### src/rtl/reorder_buffer.sv
// Circular reorder buffer: in-order allocation and commit, out-of-order
// writeback by tag, with operand lookup for the reservation stations.
module reorder_buffer #(
  parameter int ROB_SIZE = 4,
  parameter int REG_SIZE = 64,
  parameter int GPR_IDX_SIZE = 5,
  localparam int TAG_W = $clog2(ROB_SIZE)
) (
  input  logic                    i_clk,
  input  logic                    i_reset_n,
  input  logic                    i_alloc_valid,
  input  logic [GPR_IDX_SIZE-1:0] i_alloc_gpr_index,
  output logic                    o_alloc_ready,
  output logic [TAG_W-1:0]        o_alloc_tag,
  input  logic                    i_wb_valid,
  input  logic [TAG_W-1:0]        i_wb_tag,
  input  logic [REG_SIZE-1:0]     i_wb_value,
  input  logic [TAG_W-1:0]        i_query_tag,
  output logic                    o_query_done,
  output logic [REG_SIZE-1:0]     o_query_value,
  input  logic                    i_flush,
  output logic                    o_commit,
  output logic [GPR_IDX_SIZE-1:0] o_commit_gpr_index,
  output logic [REG_SIZE-1:0]     o_commit_value,
  output logic [TAG_W-1:0]        o_commit_tag,
  output logic [TAG_W:0]          o_count
);

  localparam int CNT_W = TAG_W + 1;

  typedef struct packed {
    logic                    valid;
    logic                    done;
    logic [GPR_IDX_SIZE-1:0] gpr;
    logic [REG_SIZE-1:0]     value;
  } entry_t;

  entry_t           rob [ROB_SIZE];
  logic [TAG_W-1:0] head;
  logic [TAG_W-1:0] tail;
  logic [CNT_W-1:0] count;

  logic alloc_fire;
  logic wb_fire;
  logic wb_hit;

  // Readiness looks only at registered count; a same-cycle commit
  // does not free a slot until the following cycle.
  assign o_alloc_ready = count < CNT_W'(ROB_SIZE);
  assign o_alloc_tag   = tail;
  assign o_count       = count;

  assign alloc_fire = i_alloc_valid && o_alloc_ready && !i_flush;
  assign wb_fire    = i_wb_valid && rob[i_wb_tag].valid && !i_flush;

  assign o_commit = rob[head].valid && rob[head].done && !i_flush;
  assign o_commit_gpr_index = o_commit ? rob[head].gpr : '0;
  assign o_commit_value     = o_commit ? rob[head].value : '0;
  assign o_commit_tag       = o_commit ? head : '0;

  assign wb_hit = i_wb_valid && (i_wb_tag == i_query_tag);

  always_comb begin
    o_query_done  = 1'b0;
    o_query_value = '0;
    if (rob[i_query_tag].valid && (rob[i_query_tag].done || wb_hit)) begin
      o_query_done  = 1'b1;
      o_query_value = wb_hit ? i_wb_value : rob[i_query_tag].value;
    end
  end

  always_ff @(posedge i_clk or negedge i_reset_n) begin
    if (!i_reset_n) begin
      head  <= '0;
      tail  <= '0;
      count <= '0;
      for (int i = 0; i < ROB_SIZE; i++) begin
        rob[i] <= '0;
      end
    end else if (i_flush) begin
      head  <= '0;
      tail  <= '0;
      count <= '0;
      for (int i = 0; i < ROB_SIZE; i++) begin
        rob[i].valid <= 1'b0;
        rob[i].done  <= 1'b0;
      end
    end else begin
      if (wb_fire) begin
        rob[i_wb_tag].done  <= 1'b1;
        rob[i_wb_tag].value <= i_wb_value;
      end
      // Commit clears after writeback so a late rewrite of head cannot revive it
      if (o_commit) begin
        rob[head].valid <= 1'b0;
        rob[head].done  <= 1'b0;
        head <= head + TAG_W'(1);
      end
      if (alloc_fire) begin
        rob[tail].valid <= 1'b1;
        rob[tail].done  <= 1'b0;
        rob[tail].gpr   <= i_alloc_gpr_index;
        tail <= tail + TAG_W'(1);
      end
      count <= count + CNT_W'(alloc_fire) - CNT_W'(o_commit);
    end
  end

endmodule

### config.mk
export PLATFORM = sky130hd
export DESIGN_NAME = reorder_buffer
export DESIGN_NICKNAME = d
export VERILOG_FILES = /design/src/rtl/reorder_buffer.sv
export SDC_FILE = /design/constraint.sdc
export NUM_CORES = 1
export LEC_CHECK = 0
export CORE_AREA = 2 2 167 169
export DETAILED_ROUTE_END_ITERATION = 7
export DIE_AREA = 0 0 169 171
export GPL_ROUTABILITY_DRIVEN = 0
export PLACE_DENSITY_LB_ADDON = 0.1
export SKIP_LAST_GASP = 1
export SLEW_MARGIN = 30
export SYNTH_ARGS = -nofsm -noshare
export SYNTH_HDL_FRONTEND = slang
export SYNTH_SLANG_ARGS = --single-unit
### constraint.sdc
create_clock -name i_clk -period 5.5 [get_ports i_clk]
set_clock_uncertainty 0.05 [all_clocks]
set_input_delay 1.1 -clock i_clk [delete_from_list [all_inputs] [get_ports i_clk]]
set_output_delay 1.1 -clock i_clk [all_outputs]
set_load 0.01 [all_outputs]
---- Word level (Yosys, flattened, before mapping) ----
Cells that the tools add are included.
W data, S select, Z words.
operators by class
  add/subtract/negate cells ............... 4
  $mul .................................... 0
  div/mod/pow operators ................... 0
  magnitude comparators ................... 8
  equal/unequal tests ..................... 1
  shift-type cells ........................ 0
  multiplexer cells ....................... 50
  bitwise gates (word level) .............. 4
  reduce and logical (&&, ||, !) cells .... 15
operators by type and width
  cell                   number
  $bwmux W284            7
  $mux W284              5
  $demux W71 S2          7
  $mux W71               8
  $bmux W71 S2           3
  $mux W64               4
  $mux W70               3
  $mux W69               1
  $mux W2                9
  $ge A3 B3 Y1 const B   4
  $not A2 Y3             4
  $logic_and A1 B1 Y1    11
  $lt A3 B1 Y1 const B   3
  $mux W5                1
  $add A2 B1 Y2 const B  2
  $reduce_bool A2 Y1     2
  $add A3 B1 Y3          1
  $lt A3 B3 Y1 const B   1
  $mux W3                1
  $sub A3 B1 Y3          1
  $eq A2 B2 Y1           1
  $logic_not A1 Y1       1
  $logic_or A1 B1 Y1     1
  $mux W1                1
word-level totals
  register bits after elaboration ......... 291
  latch bits .............................. 0
  memory bits (writable) .................. 0
  ROM bits ................................ 0
  input bits .............................. 78
  output and inout port bits .............. 143
  word-level logic and storage cells ...... 101
  memories kept ........................... 0

---- Depth between registers and ports, before layout ----
Gate-level depths: netlist of run 1.
  depth in word-level cells ............... 18
  mapped depth ............................ 15
  depth with buffers taken out ............ 11

---- Worst setup path after synthesis of run 1 ----
No wires, ideal clock.
  kind .................................... input to output
  start ................................... input i_query_tag[1]
  end ..................................... output o_query_value[12]
  data arrival time ....................... 2.457 ns
  required time ........................... 4.350 ns
  setup slack ............................. 1.893 ns
  cell stages on the path ................. 6
  path buffers ............................ 3
  cell sequence ........................... buf_2 > buf_2 > buf_1 > mux4_2 > nor2b_1 > a22o_1
between the ends
  longest elaborated chain between the ends .. 7
  elaborated cells on any way between the ends .. 10
  those cells by class .................... 1 x eq/ne; 5 x mux; 1 x bitwise; 3 x reduce/logical
RTL lines
  element                                       RTL line  text
  from (decl)                                   18        input logic [TAG_W-1:0] i_query_tag,
  $not A2 Y3 (not written as such)              66, 68
  $bmux W71 S2                                  66, 68
  $mux W71 (not written as such) (2 in series)  68        o_query_value = wb_hit ? i_wb_value : rob[i_query_tag].value;
  $logic_or A1 B1 Y1                            66        if (rob[i_query_tag].valid && (rob[i_query_tag].done || wb_hit)) begin
  $logic_and A1 B1 Y1                           66
  $mux W64 (*)                                  66
  to (decl)                                     20        output logic [REG_SIZE-1:0] o_query_value,
Every way passes the cells marked *; elsewhere a longest branch is shown, timed or not. The select of a mux whose other input is x is not followed.

---- Final worst setup path of run 1 ----
  start ................................... register head[0]
  end ..................................... output o_commit_value[0]
between the ends
  longest elaborated chain between the ends .. 7
RTL lines
  element                                           RTL line  text
  from (decl)                                       39        logic [TAG_W-1:0] head;
  from (signal assigned)                            97        head <= head + TAG_W'(1);
  $not A2 Y3 (not written as such) (*)              56, 58
  $bmux W71 S2 (*)                                  56, 58
  $mux W71 (not written as such) (*) (2 in series)  58        assign o_commit_value = o_commit ? rob[head].value : '0;
  $logic_and A1 B1 Y1 (2 in series)                 56        assign o_commit = rob[head].valid && rob[head].done && !i_flush;
  $mux W64 (*)                                      58
  to (decl)                                         24        output logic [REG_SIZE-1:0] o_commit_value,
Marks and branches as above.

==> results_dict.tcl, run 1 <==
set metrics [dict create \
    setup_viol 0 \
    ys.warnings.count 0 \
    synth_ff_type "dfrtp_1" \
    worstPathRequired_ns 4.35 \
    coreArea_sq_mm 0.0273 \
    final_cells 1639 \
    finalMaxSlewViolations 0 \
    path_clk_slew_ns 0.06 \
    rsz0062_at_grt "false" \
    wl_met1_mm 16.0 \
    cap_violations 0 \
    cts-htree-levels 1 \
    dp.cells 1582 \
    grt_pass1_wl_mm 60.1 \
    io_pins 221 \
    rows 61 \
    grt_max_degree 110 \
    syn_area_sq_mm 0.0160 \
    p_seq_frac 0.467 \
    die_w_um 169 \
    synth_commonest_cells "291 x dfrtp_1, 208 x mux2_1, 135 x mux4_2" \
    end_kind "output port" \
    hp-class "in -> async" \
    synthCells 1090 \
    dp_hpwl_mm 22.4 \
    finalCriticalPeriod_ns 4.63 \
    antenna_found_initial 0 \
    start_util 0.587 \
    fin_area_sq_mm 0.0195 \
    routedWlPerCell_um 22.9 \
    grtUsageTotal 0.267 \
    layout-drive-gt1-share 0.233 \
    numCtsBuffers 30 \
    grt_pass1_vias 10700 \
    postCtsSetupRepairBufs 0 \
    fin_nets 1358 \
    synth_edf_count 0 \
    clockRootBuffer "clkbuf_16" \
    pwr-share-clk 0.380 \
    fmax_mhz 216 \
    wl_met3_mm 1.90 \
    place_area_sq_mm 0.0184 \
    synth_top_area_share 0.454 \
    crit_type "reg -> out" \
    hold_buffers 0 \
    ant_nets 0 \
    p_switching_mw 1.36 \
    synthArstFlopShare 1.00 \
    swShare 0.236 \
    p_leak_nw 8.51 \
    die_area_sq_mm 0.0289 \
    vias 10300 \
    synth_area_leader_cell "dfrtp_1" \
    startpoint_type "flip-flop" \
    vdd_ir_drop_max_mv 0.226 \
    insertion_delay_ns 0.55 \
    status "complete, no violations" \
    hold_viol 0 \
    postSynthAreaPerCell_sq_um 14.7 \
    die_y_um 171 \
    ys_seq_area_frac 0.454 \
    whs_ns 0.340 \
    num_antenna_cells 0 \
    p_per_area_mw_per_mm2 296 \
    synth_most_common_cell "dfrtp_1" \
    synth_seq_cells 291 \
    finalSetupTns_ns 0 \
    synth_area_leaders "dfrtp_1 45%, mux4_2 19%, mux2_1 15%, mux2_2 4.8%, a22o_1 3.5%" \
    cts_tree "built" \
    p_int_mw 4.42 \
    post-route-period-util 0.841 \
    wirelength_mm 37.6 \
    portBuffers 220 \
    drc_errors 0 \
    dr.first_iter.drc_count 754 \
    viasPerCell 6.29 \
    wl_met2_mm 18.8 \
    first_pass_iters 5 \
    synth_cell_type_count 34 \
    power.share.combinational 0.153 \
    worst_pin_slew_ns 0.794 \
    clockBufferDepth 3 \
    arrival_ns 3.48 \
    gr-total-overflow 0 \
    areaGrowthSynthToFinish_pct 21.8 \
    relSlewSlack 0.471 \
    syn_nets 1179 \
    top_layer "met4" \
    cts_resized 0 \
    path_max_fanout 40 \
    cts_num_sinks 291 \
]
per-layer routing:
metal	global-route usage	up-vias
met1	0.369	5506
met2	0.449	270
met4	0.0725	0
met5	0	-
met3	0.0414	62
li1	-	4473
state kept, by name, indices dropped and copies added (netlist names):
signal,flops
rob,284
o_count,3
head,2
o_alloc_tag,2
power groups by stage:
stage                     combinational (mW)  sequential [mW]  clock [mW]
final                                  0.885             2.69        2.20
after global routing                   0.964             2.74        2.32
after CTS                              0.894             2.69        2.23
after detailed placement               0.889             2.72           0
after global placement                 0.861             2.70           0
after floorplan                        0.649             2.65           0
worst max-delay path: stages, from the launching register on:
cell and delay, ns:
dfrtp_4 0.81, inv_2 0.14, mux4_2 0.51, nor2b_4 0.19
buf_4 0.40, and2_1 0.26, clkdlybuf4s50_1 0.56
cell type report:
type                            instances  area [sq um]
Inverter                                9          33.8
Sequential cell                       291          7290
Timing Repair Buffer                  244          2510
Clock inverter                         10           150
Multi-Input combinational cell        693          8190
Clock buffer                           46           942
Tap cell                              346           433
Fill cell                            1862          7780
path summary, 6_finish.rpt:
path	endpoint	start	slack [ns]	cells after the start
setup / recovery	o_commit_value[0]	head[0]$_DFFE_PN0P_	0.87	6
hold / removal	rob[181]$_DFFE_PN0P_	i_reset_n	0.34	1
setup reg to reg	o_count[2]$_DFF_PN0_	head[0]$_DFFE_PN0P_	1.99	12
hold reg to reg	rob[125]$_DFFE_PN0P_	rob[125]$_DFFE_PN0P_	0.45	1
max in group asynchronous	rob[245]$_DFFE_PN0P_	i_reset_n	3.73	3
min in group i_clk	rob[125]$_DFFE_PN0P_	rob[125]$_DFFE_PN0P_	0.45	1
logic make-up after synthesis:
group / after synthesis / synth area share
flops: 291 / 0.454
compound gates: 88 / 0.0437
simple gates: 173 / 0.0668
mux: 415 / 0.386
xor+xnor: 6 / 0.00328
fa+ha+maj: 11 / 0.00905
buf+inv: 106 / 0.0374
cell usage in the layout, fill, tap and decap left out, types with 2 or more instances in the layout:
master           synthesis  final
dfrtp_4                  0      2
clkbuf_1                18      4
nor2_1                   7      6
ha_1                    10     10
clkbuf_16                0     31
nor2_4                   0      2
a311oi_1                 4      4
xnor2_1                  6      6
clkdlybuf4s50_1          0    217
o21ai_1                  3      3
bufinv_16                0      4
mux2_1                 208    208
o21ai_0                  2      2
and2_0                   2      2
buf_4                    6     16
mux2i_1                  3      3
clkinv_2                 0      6
nand3b_1                 2      2
mux4_2                 135    135
mux2_2                  69     69
dfrtp_1                291    289
and2_4                   9      9
inv_1                    8      8
buf_12                   0      8
nor2b_4                  1      2
a22o_1                  64     64
nand2_1                 10     10
and2_1                  67     67
nand3_1                  2      2
nor2b_1                 68     67
clkbuf_8                 0     11
a21oi_1                 14     14
stage by stage:
stage | total power [mW] | setup slack [ns] | util
final | 5.78 | 0.874 | 0.715
after global routing | 6.02 | 0.713 | 0.715
after CTS | 5.82 | 0.853 | 0.714
after detailed placement | 3.61 | 0.973 | 0.674
after global placement | 3.56 | 0.983 | 0.674
after floorplan | 3.30 | 1.89 | -
Power figures use the tool's default switching activity.
==> inputs of run 2 (changes only) <==
CORE_AREA = 2 2 183 185   (was 2 2 167 169)
DIE_AREA = 0 0 185 187   (was 0 0 169 171)
clock period = 4.25 ns   (was 5.5 ns; I/O delays follow)
==> run 2 against run 1 <==
Via count decreased by 0.40%. Die area increased by 20%. First-iteration DRC count decreased by 22%. Combinational power increased by 30%. Sequential power increased by 29%. Final cell count increased by 7.0%. Routed wire length increased by 4.7%. Critical endpoint is now o_commit_value[45]. Largest cell class unchanged.
==> results_dict.tcl, run 2 (synthesis results as in run 1) <==
set metrics [dict create \
    cap_violations 0 \
    relSlewSlack 0.557 \
    start_util 0.488 \
    worstPathRequired_ns 3.35 \
    die_y_um 187 \
    clockRootBuffer "clkbuf_16" \
    crit_chain "inv_1 > mux4_2 > nor2b_4 > buf_4 > and2_1 > clkdlybuf4s50_1" \
    vdd_ir_drop_max_mv 0.333 \
    cts_resized 0 \
    reg2regPathDepth 12 \
    antenna_found_initial 2 \
    hp-class "in -> async" \
    path_clk_slew_ns 0.06 \
    ant_nets 0 \
    end_kind "output port" \
    grtUsageTotal 0.233 \
    dr.first_iter.drc_count 586 \
    startpoint_type "flip-flop" \
    die_w_um 185 \
    numCtsBuffers 34 \
    viasPerCell 5.86 \
    p_leak_nw 8.57 \
    gr-total-overflow 0 \
    dp_hpwl_mm 24.1 \
    grt_max_degree 111 \
    routedWlPerCell_um 22.5 \
    areaGrowthSynthToFinish_pct 23.5 \
    rows 67 \
    worst_pin_slew_ns 0.665 \
    post-route-period-util 0.934 \
    arrival_ns 3.07 \
    final_cell_mix "289 x dfrtp_1, 217 x clkdlybuf4s50_1, 208 x mux2_1" \
    setup_viol 0 \
    io_pins 221 \
    die_area_sq_mm 0.0346 \
    wl_met2_mm 19.2 \
    layout_commonest_cell "dfrtp_1" \
    hold_buffers 0 \
    power.share.combinational 0.153 \
    reg2reg_to "o_count[2]$_DFF_PN0_" \
    rr_startpoint "head[1]$_DFFE_PN0P_" \
    wirelength_mm 39.4 \
    swShare 0.238 \
    insertion_delay_ns 0.50 \
    cts-htree-levels 2 \
    crit_start "head[1]$_DFFE_PN0P_" \
    grt_pass1_vias 10900 \
    vias 10300 \
    postCtsSetupRepairBufs 0 \
    cts_num_sinks 291 \
    pwr-share-clk 0.383 \
    wl_met1_mm 17.6 \
    fin_nets 1371 \
    hold_viol 0 \
    critPathMaxStageDelay_ns 0.63 \
    p_int_mw 5.71 \
    layout-drive-gt1-share 0.237 \
    p_per_area_mw_per_mm2 379 \
    p_switching_mw 1.79 \
    finalSetupTns_ns 0 \
    coreArea_sq_mm 0.0329 \
    largest_register "rob" \
    num_antenna_cells 0 \
    p_seq_frac 0.464 \
    path_max_fanout 27 \
    cts_tree "built" \
    fill_cells 2633 \
    largest_reg_flops 284 \
    rsz0062_at_grt "false" \
    grt_pass1_wl_mm 62.5 \
    crit_type "reg -> out" \
    portBuffers 220 \
    p_total_mw 7.50 \
    clockBufferDepth 3 \
    top_layer "met4" \
    status "complete, no violations" \
    first_pass_iters 5 \
    finalMaxSlewViolations 0 \
    fmax_mhz 252 \
    rrSetupSlack_ns 1.01 \
    drc_errors 0 \
    finalCriticalPeriod_ns 3.97 \
    wl_met3_mm 1.82 \
    slowest_stage "dfrtp_4" \
]
-- run 2: cell types whose count changed in the layout (fill, tap and decap cells not counted), sizes merged --
cell / before / now
buf: 27 / 36
clkbuf: 46 / 55
bufinv: 4 / 0
clkinv: 6 / 3
clkinvlp: 0 / 1
-- run 2: worst max-delay path by stage --
stage,to,slack (ns),cells past startpoint
finish,o_commit_value[45],0.28,6
global route,o_commit_value[1],0.14,6
CTS,o_commit_value[45],0.26,6
detailed placement,o_query_value[44],0.35,7
global placement,o_query_value[39],0.40,7
floorplan,o_query_value[12],1.14,6
-- run 2: critical path, delay by kind of cell (launching register included) --
family	cells	cell delay (ns)
buf+inv	3	1.06
simple gates	2	0.47
flops	1	0.63
mux	1	0.41
-- run 2: layout make-up --
class,count,area [sq um],area share
timing repair buffer,253,2620,0.132
sequential,291,7290,0.368
clock buffer,55,1090,0.0552
tap,448,561,0.0283
multi-input combinational,693,8190,0.413
clock inverter,4,22.5,0.00114
inverter,9,33.8,0.00171
-- run 2: metrics by stage --
step	cell area, sq um	util	hold slack [ns]	cells	setup slack (ns)
after floorplan	16000	-	0.420	1090	1.14
after global placement	18700	0.568	0.429	1693	0.396
after global routing	19800	0.603	0.196	1753	0.136
after detailed placement	18700	0.568	0.440	1693	0.345
final	19800	0.603	0.188	1753	0.282
after CTS	19800	0.602	0.398	1752	0.259
-- run 2: per-layer routing --
layer | track usage | vias up
met4 | 0.0607 | 0
met1 | 0.327 | 5468
met2 | 0.381 | 240
met5 | 0 | -
met3 | 0.0372 | 58
li1 | - | 4504
-- run 2: power by group through the flow --
stage	clock (mW)	sequential, mW	combinational (mW)
after CTS	2.94	3.48	1.16
after detailed placement	0	3.52	1.16
final	2.87	3.48	1.15
after global routing	3.05	3.54	1.25
after global placement	0	3.50	1.13
after floorplan	0	3.43	0.840
